===== config.mk =====
export PLATFORM = sky130hd
export DESIGN_NAME = sprite_plotter
export DESIGN_NICKNAME = d
export VERILOG_FILES = /design/src/rtl/plot_defs.sv /design/src/rtl/raster_counter.sv /design/src/rtl/sprite_plotter.sv
export SDC_FILE = /design/constraint.sdc
export NUM_CORES = 1
export LEC_CHECK = 0
export CAP_MARGIN = 30
export CORE_UTILIZATION = 32
export CTS_CLUSTER_SIZE = 10
export DETAILED_ROUTE_END_ITERATION = 8
export PLACE_DENSITY = 0.57
export SETUP_SLACK_MARGIN = 0.15
export SKIP_LAST_GASP = 1
export SLEW_MARGIN = 0
export SYNTH_ARGS = -nofsm -noshare
export SYNTH_HDL_FRONTEND = slang
export SYNTH_SLANG_ARGS = --single-unit
export TNS_END_PERCENT = 30

===== constraint.sdc =====
create_clock -name clock -period 2.6 [get_ports clock]
set_input_delay 0.52 -clock clock [delete_from_list [all_inputs] [get_ports clock]]
set_output_delay 0.52 -clock clock [all_outputs]
set_load 0.02 [all_outputs]

===== src/rtl/plot_defs.sv =====
// Shared constants for the sprite plotter: sprite sizes, colours, lane geometry
// and the press-position to lane table.
package plot_defs;

    localparam int PRESS_WIDTH  = 40;
    localparam int PRESS_HEIGHT = 60;
    localparam int GARB_WIDTH   = 20;
    localparam int GARB_HEIGHT  = 20;
    localparam int GARB_TOP     = 100;
    localparam int LANE_STEP    = 40;
    localparam int GARB_INSET   = 10;

    localparam logic [2:0] COLOUR_BLACK = 3'b000;
    localparam logic [2:0] COLOUR_PRESS = 3'b111;
    localparam logic [2:0] COLOUR_GARB  = 3'b010;

    localparam logic [2:0] PRESS_POS_MAX = 3'd5;
    localparam logic [2:0] GARB_LANE_MAX = 3'd3;

    typedef enum logic [1:0] {
        ST_IDLE,
        ST_PLOT,
        ST_DONE
    } state_t;

    // The press sweeps lanes 0..3 and back again across positions 0..5.
    function automatic logic [1:0] press_lane(input logic [2:0] position);
        case (position)
            3'd0:    press_lane = 2'd0;
            3'd1:    press_lane = 2'd1;
            3'd2:    press_lane = 2'd2;
            3'd3:    press_lane = 2'd3;
            3'd4:    press_lane = 2'd2;
            3'd5:    press_lane = 2'd1;
            default: press_lane = 2'd0;
        endcase
    endfunction

endpackage


===== src/rtl/raster_counter.sv =====
// Row-major x/y offset counter over a width x height window; last flags the
// final pixel and the count holds there until the next load.
module raster_counter (
    input  logic       clock,
    input  logic       reset,
    input  logic       load,
    input  logic       step,
    input  logic [7:0] width,
    input  logic [6:0] height,
    output logic [7:0] x_off,
    output logic [6:0] y_off,
    output logic       last
);

    logic row_end;

    assign row_end = (x_off == width - 8'd1);
    assign last    = row_end && (y_off == height - 7'd1);

    // NOTE: sequential state uses non-blocking assignments so every register
    // samples pre-edge values regardless of statement order.
    always_ff @(posedge clock or posedge reset) begin
        if (reset) begin
            x_off <= '0;
            y_off <= '0;
        end else if (load) begin
            x_off <= '0;
            y_off <= '0;
        end else if (step) begin
            if (row_end) begin
                x_off <= '0;
                y_off <= y_off + 7'd1;
            end else begin
                x_off <= x_off + 8'd1;
            end
        end
    end

endmodule


===== src/rtl/sprite_plotter.sv =====
// Draws or erases the press / garbage sprite on a 160x120 VGA adapter, one
// pixel per cycle, with an IDLE/PLOT/DONE request handshake.
module sprite_plotter
    import plot_defs::*;
#(
    parameter int PRESS_W = PRESS_WIDTH,
    parameter int PRESS_H = PRESS_HEIGHT,
    parameter int GARB_W  = GARB_WIDTH,
    parameter int GARB_H  = GARB_HEIGHT,
    parameter int GARB_Y  = GARB_TOP
) (
    input  logic       clock,
    input  logic       reset,
    input  logic       req_valid,
    input  logic       req_item,
    input  logic       req_erase,
    input  logic [2:0] req_position,
    output logic       req_ready,
    output logic       done,
    output logic       error,
    output logic [7:0] x,
    output logic [6:0] y,
    output logic [2:0] colour,
    output logic       plot
);

    state_t     state, state_next;
    logic       accept, legal, load;
    logic [1:0] lane;
    logic       err_q;
    logic [7:0] origin_x, win_w, x_off;
    logic [6:0] origin_y, win_h, y_off;
    logic       last;

    assign accept = req_valid && (state == ST_IDLE);
    assign legal  = req_item ? (req_position <= PRESS_POS_MAX)
                             : (req_position <= GARB_LANE_MAX);
    assign lane   = req_item ? press_lane(req_position) : req_position[1:0];
    assign load   = accept && legal;

    always_ff @(posedge clock or posedge reset) begin
        if (reset) state <= ST_IDLE;
        else       state <= state_next;
    end

    // NOTE: every output of this block gets a default first, so no path can
    // leave one unassigned and infer a latch.
    always_comb begin
        state_next = state;
        req_ready  = 1'b0;
        plot       = 1'b0;
        done       = 1'b0;
        error      = 1'b0;
        case (state)
            ST_IDLE: begin
                req_ready = 1'b1;
                if (accept) state_next = legal ? ST_PLOT : ST_DONE;
            end
            ST_PLOT: begin
                plot = 1'b1;
                if (last) state_next = ST_DONE;
            end
            ST_DONE: begin
                done       = 1'b1;
                error      = err_q;
                state_next = ST_IDLE;
            end
            default: state_next = ST_IDLE;
        endcase
    end

    // Request fields are captured once at accept; x/y/colour keep their last
    // values through an out-of-range request.
    always_ff @(posedge clock or posedge reset) begin
        if (reset) begin
            err_q    <= 1'b0;
            colour   <= COLOUR_BLACK;
            origin_x <= '0;
            origin_y <= '0;
            win_w    <= '0;
            win_h    <= '0;
        end else begin
            if (accept) err_q <= !legal;
            if (load) begin
                origin_x <= {6'd0, lane} * 8'(LANE_STEP) + (req_item ? 8'd0 : 8'(GARB_INSET));
                origin_y <= req_item ? 7'd0 : 7'(GARB_Y);
                win_w    <= req_item ? 8'(PRESS_W) : 8'(GARB_W);
                win_h    <= req_item ? 7'(PRESS_H) : 7'(GARB_H);
                colour   <= req_erase ? COLOUR_BLACK : (req_item ? COLOUR_PRESS : COLOUR_GARB);
            end
        end
    end

    raster_counter u_raster (
        .clock  (clock),
        .reset  (reset),
        .load   (load),
        .step   (plot && !last),
        .width  (win_w),
        .height (win_h),
        .x_off  (x_off),
        .y_off  (y_off),
        .last   (last)
    );

    assign x = origin_x + x_off;
    assign y = origin_y + y_off;

endmodule


==> metrics.log <==
INFO  metric die_area = roughly 6200 um2
INFO  metric net_count_synth = between 200 and 250
INFO  metric worst_skew_pair.late_latency = 0.28 ns
INFO  metric post_synth.cell_area_avg = roughly 9 um2
INFO  metric hp-class = flip-flop to flip-flop
INFO  metric worst-path-max-fanout = 2
INFO  metric hold_depth = 1
INFO  metric post-layout-total-power = 2.49 mW
INFO  metric layout-drive-gt1-share = 0.134
INFO  metric io_pins = 30
INFO  metric post-synth-top-area-fraction = 0.370
INFO  metric n_fill_cell = ~600
INFO  metric grt_pass1_wl = between 7000 and 8000 um
INFO  metric synth.ff_latch_count = 28
INFO  metric timing.clock.skew = just over 0.006 ns
INFO  metric worst-r2r-cell-count = 8
INFO  metric fp.coreArea = 5610 um2
INFO  metric wirelength = about 4100 um
INFO  metric worst_hold_slack = roughly 0.47 ns
INFO  metric finalHoldViolations = 0
INFO  metric vdd_ir_drop_max = about 0.46 mV
INFO  metric n_antenna_cell = 0
INFO  metric detail_route.drc_violations = 0
INFO  metric routed.top_layer = met4
INFO  metric rows = 27
INFO  metric outcome = finished, final reports clean
INFO  metric cpMaxStageDelayCell = sky130_fd_sc_hd__dfrtp_1
INFO  metric leakage = about 1.2 nW
INFO  metric floorplan.initialDensity = 0.337
INFO  metric slew_limit_fails = 0
INFO  metric synth_cells = a little over 200
INFO  metric async_flop_share = 1.00
INFO  metric detail_route.first_pass.iterations = 4
INFO  metric route.detailed.wl_per_inst = about 13 um
INFO  metric final.min_clock_period = 2.49 ns
INFO  metric cts_inserted_buffers = 3
INFO  metric clkSlewWorstSetupHoldPaths = ~0.10 ns
INFO  metric first_global_vias = 1,504
INFO  metric worst-endpoint-arrival = around 2 ns
INFO  metric share_of_the_clock_period_used_by_the_worst_path = 0.959
INFO  metric place.gp.congestion = 0.746
INFO  metric clk_root_buffer_cell = sky130_fd_sc_hd__clkbuf_8
INFO  metric synthMostInstantiatedCell = sky130_fd_sc_hd__dfrtp_1
INFO  metric critical_path.top_delay_family = compound AO/OA/AOI/OAI gates
INFO  metric p_per_area = 1030 nW/um2
INFO  metric post_synth_main_area_contributors = sky130_fd_sc_hd__dfrtp_1 37%, sky130_fd_sc_hd__ha_1 12%, sky130_fd_sc_hd__nand2_1 5.2%
INFO  metric cp_slowest_stage_delay = 0.40 ns
INFO  metric setup.worst_path.end_class = primary output
INFO  metric clkSinkCount = 28
INFO  metric cell_total_after_placement = 315
INFO  metric ys.warnings.count = 0
INFO  metric timing.slew.headroom = 0.567
INFO  metric synth_top_cell_by_area = sky130_fd_sc_hd__dfrtp_1
INFO  metric post_synth_instance_area = between 1500 and 2000 um2
INFO  metric areaGrowthSynthToFinish = 27.7%
INFO  metric timing_worst_slew_pin_value = around 0.64 ns
INFO  metric wl_met3 = about 140 um
INFO  metric tritoncts = yes
INFO  metric die_h = about 80 um
INFO  metric final-instance-count-excl-fill = between 300 and 400
INFO  metric drv_cap = 0
INFO  metric nets = between 200 and 300
INFO  metric drt-initial-drc-count = between 40 and 50
INFO  metric grt_use_total = 0.142
INFO  metric routedLengthMet1 = 2030 um
INFO  metric required = about 2.1 ns
INFO  metric cts_htree_levels = 1
INFO  metric io_buffers = 29
INFO  metric placed_cell_area = between 2000 and 2500 um2
INFO  metric cp-start-kind = flip-flop
INFO  metric seq_area_frac_synth = 0.370
INFO  metric via_per_inst = roughly 5.0
INFO  metric setup-tns-final = 0 ns
INFO  metric drtAntennaViolNets = 0
INFO  metric final_design_area_no_fill = about 2400 um2
INFO  metric grt_start_max_net_pins = 29
INFO  metric cts_buffer_depth = 2
INFO  metric setup_viol_count_final = 0
INFO  metric cts.repair_timing.setup_buffer_count = 0
INFO  metric die_width = between 70 and 80 um
INFO  metric dp_hpwl = just over 3000 um
INFO  metric grt_antenna_before_repair = 0
INFO  metric cpMostUsedCell = sky130_fd_sc_hd__ha_1
INFO  metric max_freq = 0.401 GHz
INFO  metric cp_num_buf_inv = 1
INFO  metric synth_common_cells = 28 x sky130_fd_sc_hd__dfrtp_1, 26 x sky130_fd_sc_hd__nand2_1, 18 x sky130_fd_sc_hd__ha_1, 13 x sky130_fd_sc_hd__a21oi_1, 13 x sky130_fd_sc_hd__o21ai_0
INFO  metric critPathKind = flip-flop to primary output
INFO  metric routed-wl-met2 = between 1500 and 2000 um
INFO  metric cp_cell_sequence = ha_1, ha_1, a21o_1, a21oi_2, o21bai_1, a21oi_1, xnor2_1, buf_4
INFO  metric cp_num_cells = 8
INFO  metric grt_setup_unrepaired = true
INFO  metric ys_types = 43
INFO  metric vias = 1,595
INFO  metric synth_top_flop_cell = sky130_fd_sc_hd__dfrtp_1
INFO  metric grt-ovfl-total = 0
INFO  metric number_of_enable_flip_flop_cells_after_synthesis = 0
-- report_power, final --
group	switching, mW	internal, mW	total (mW)
clock network	0.144	0.136	0.279
logic	0.817	0.713	1.53
registers	0.111	0.569	0.680
total	1.07	1.42	2.49
-- cells in the final DEF (no fill, tap or decap), drive strengths merged, types with 6 or more instances in the layout --
master	netlist	layout
ha	18	18
a21oi	13	13
dfrtp	28	28
clkdlybuf4s50	0	23
buf	6	18
o21ai	14	14
xnor2	7	7
or3	6	6
nand3	6	6
nand4	6	6
o211ai	6	6
xor2	11	11
inv	9	9
nand2	26	26
nor2	8	8
-- cell type report --
type	count	area [um2]	share of cell area
Timing Repair Buffer	45	419	0.173
Multi-Input combinational cell	160	1110	0.460
Inverter	10	38.8	0.0161
Sequential cell	28	701	0.290
Clock buffer	4	55.1	0.0228
Tap cell	72	90.1	0.0373
-- registers in the layout (all words and copies together), names as in the netlist --
register	cells
origin_x	6
colour	2
err_q	1
state	2
u_raster.x_off	8
u_raster.y_off	7
win_h	2
-- path summary, 6_finish.rpt --
| path | startpoint | end | slack (ns) |
|---|---|---|---|
| min in group asynchronous | reset | colour[1]$_DFFE_PP0N_ | 0.60 |
| setup / recovery | origin_x[1]$_DFFE_PP0N_ | x[7] | 0.11 |
| max in group asynchronous | reset | u_raster.x_off[0]$_DFFE_PP0P_ | 1.73 |
| hold / removal | state[1]$_DFFE_PP0P_ | state[1]$_DFFE_PP0P_ | 0.47 |
| setup reg to reg | origin_x[1]$_DFFE_PP0N_ | u_raster.y_off[3]$_DFFE_PP0P_ | 0.26 |
| hold reg to reg | state[1]$_DFFE_PP0P_ | state[1]$_DFFE_PP0P_ | 0.47 |
-- logic make-up (layout without fill, tap and decap cells) --
logic type,count (synthesis),after routing,share of synthesized area
simple gates,73,73,0.201
compound gates,50,50,0.172
flops,28,28,0.370
fa+ha+maj,18,18,0.119
xor+xnor,18,18,0.0833
buf+inv,18,59,0.0489
mux,1,1,0.00529
-- metrics by stage --
stage                util  setup WS, ns
global placement    0.419       -0.0349
CTS                 0.429        0.0354
global route        0.431       -0.0113
detailed placement  0.419       -0.0771
finish              0.431         0.106
floorplan               -         0.341
-- layer usage --
metal	track usage	vias up
li1	-	822
met1	0.204	734
met2	0.224	35
met3	0.0103	4
met4	0.0491	0
met5	0	-
-- repair_timing --
item                                    in CTS  in global routing
hold buffers                                 0                  0
pin swaps                                    1                  0
resized for setup                           14                  7
endpoints found under the setup margin       9                 13
No activity file was read; power rests on OpenSTA's default activity.
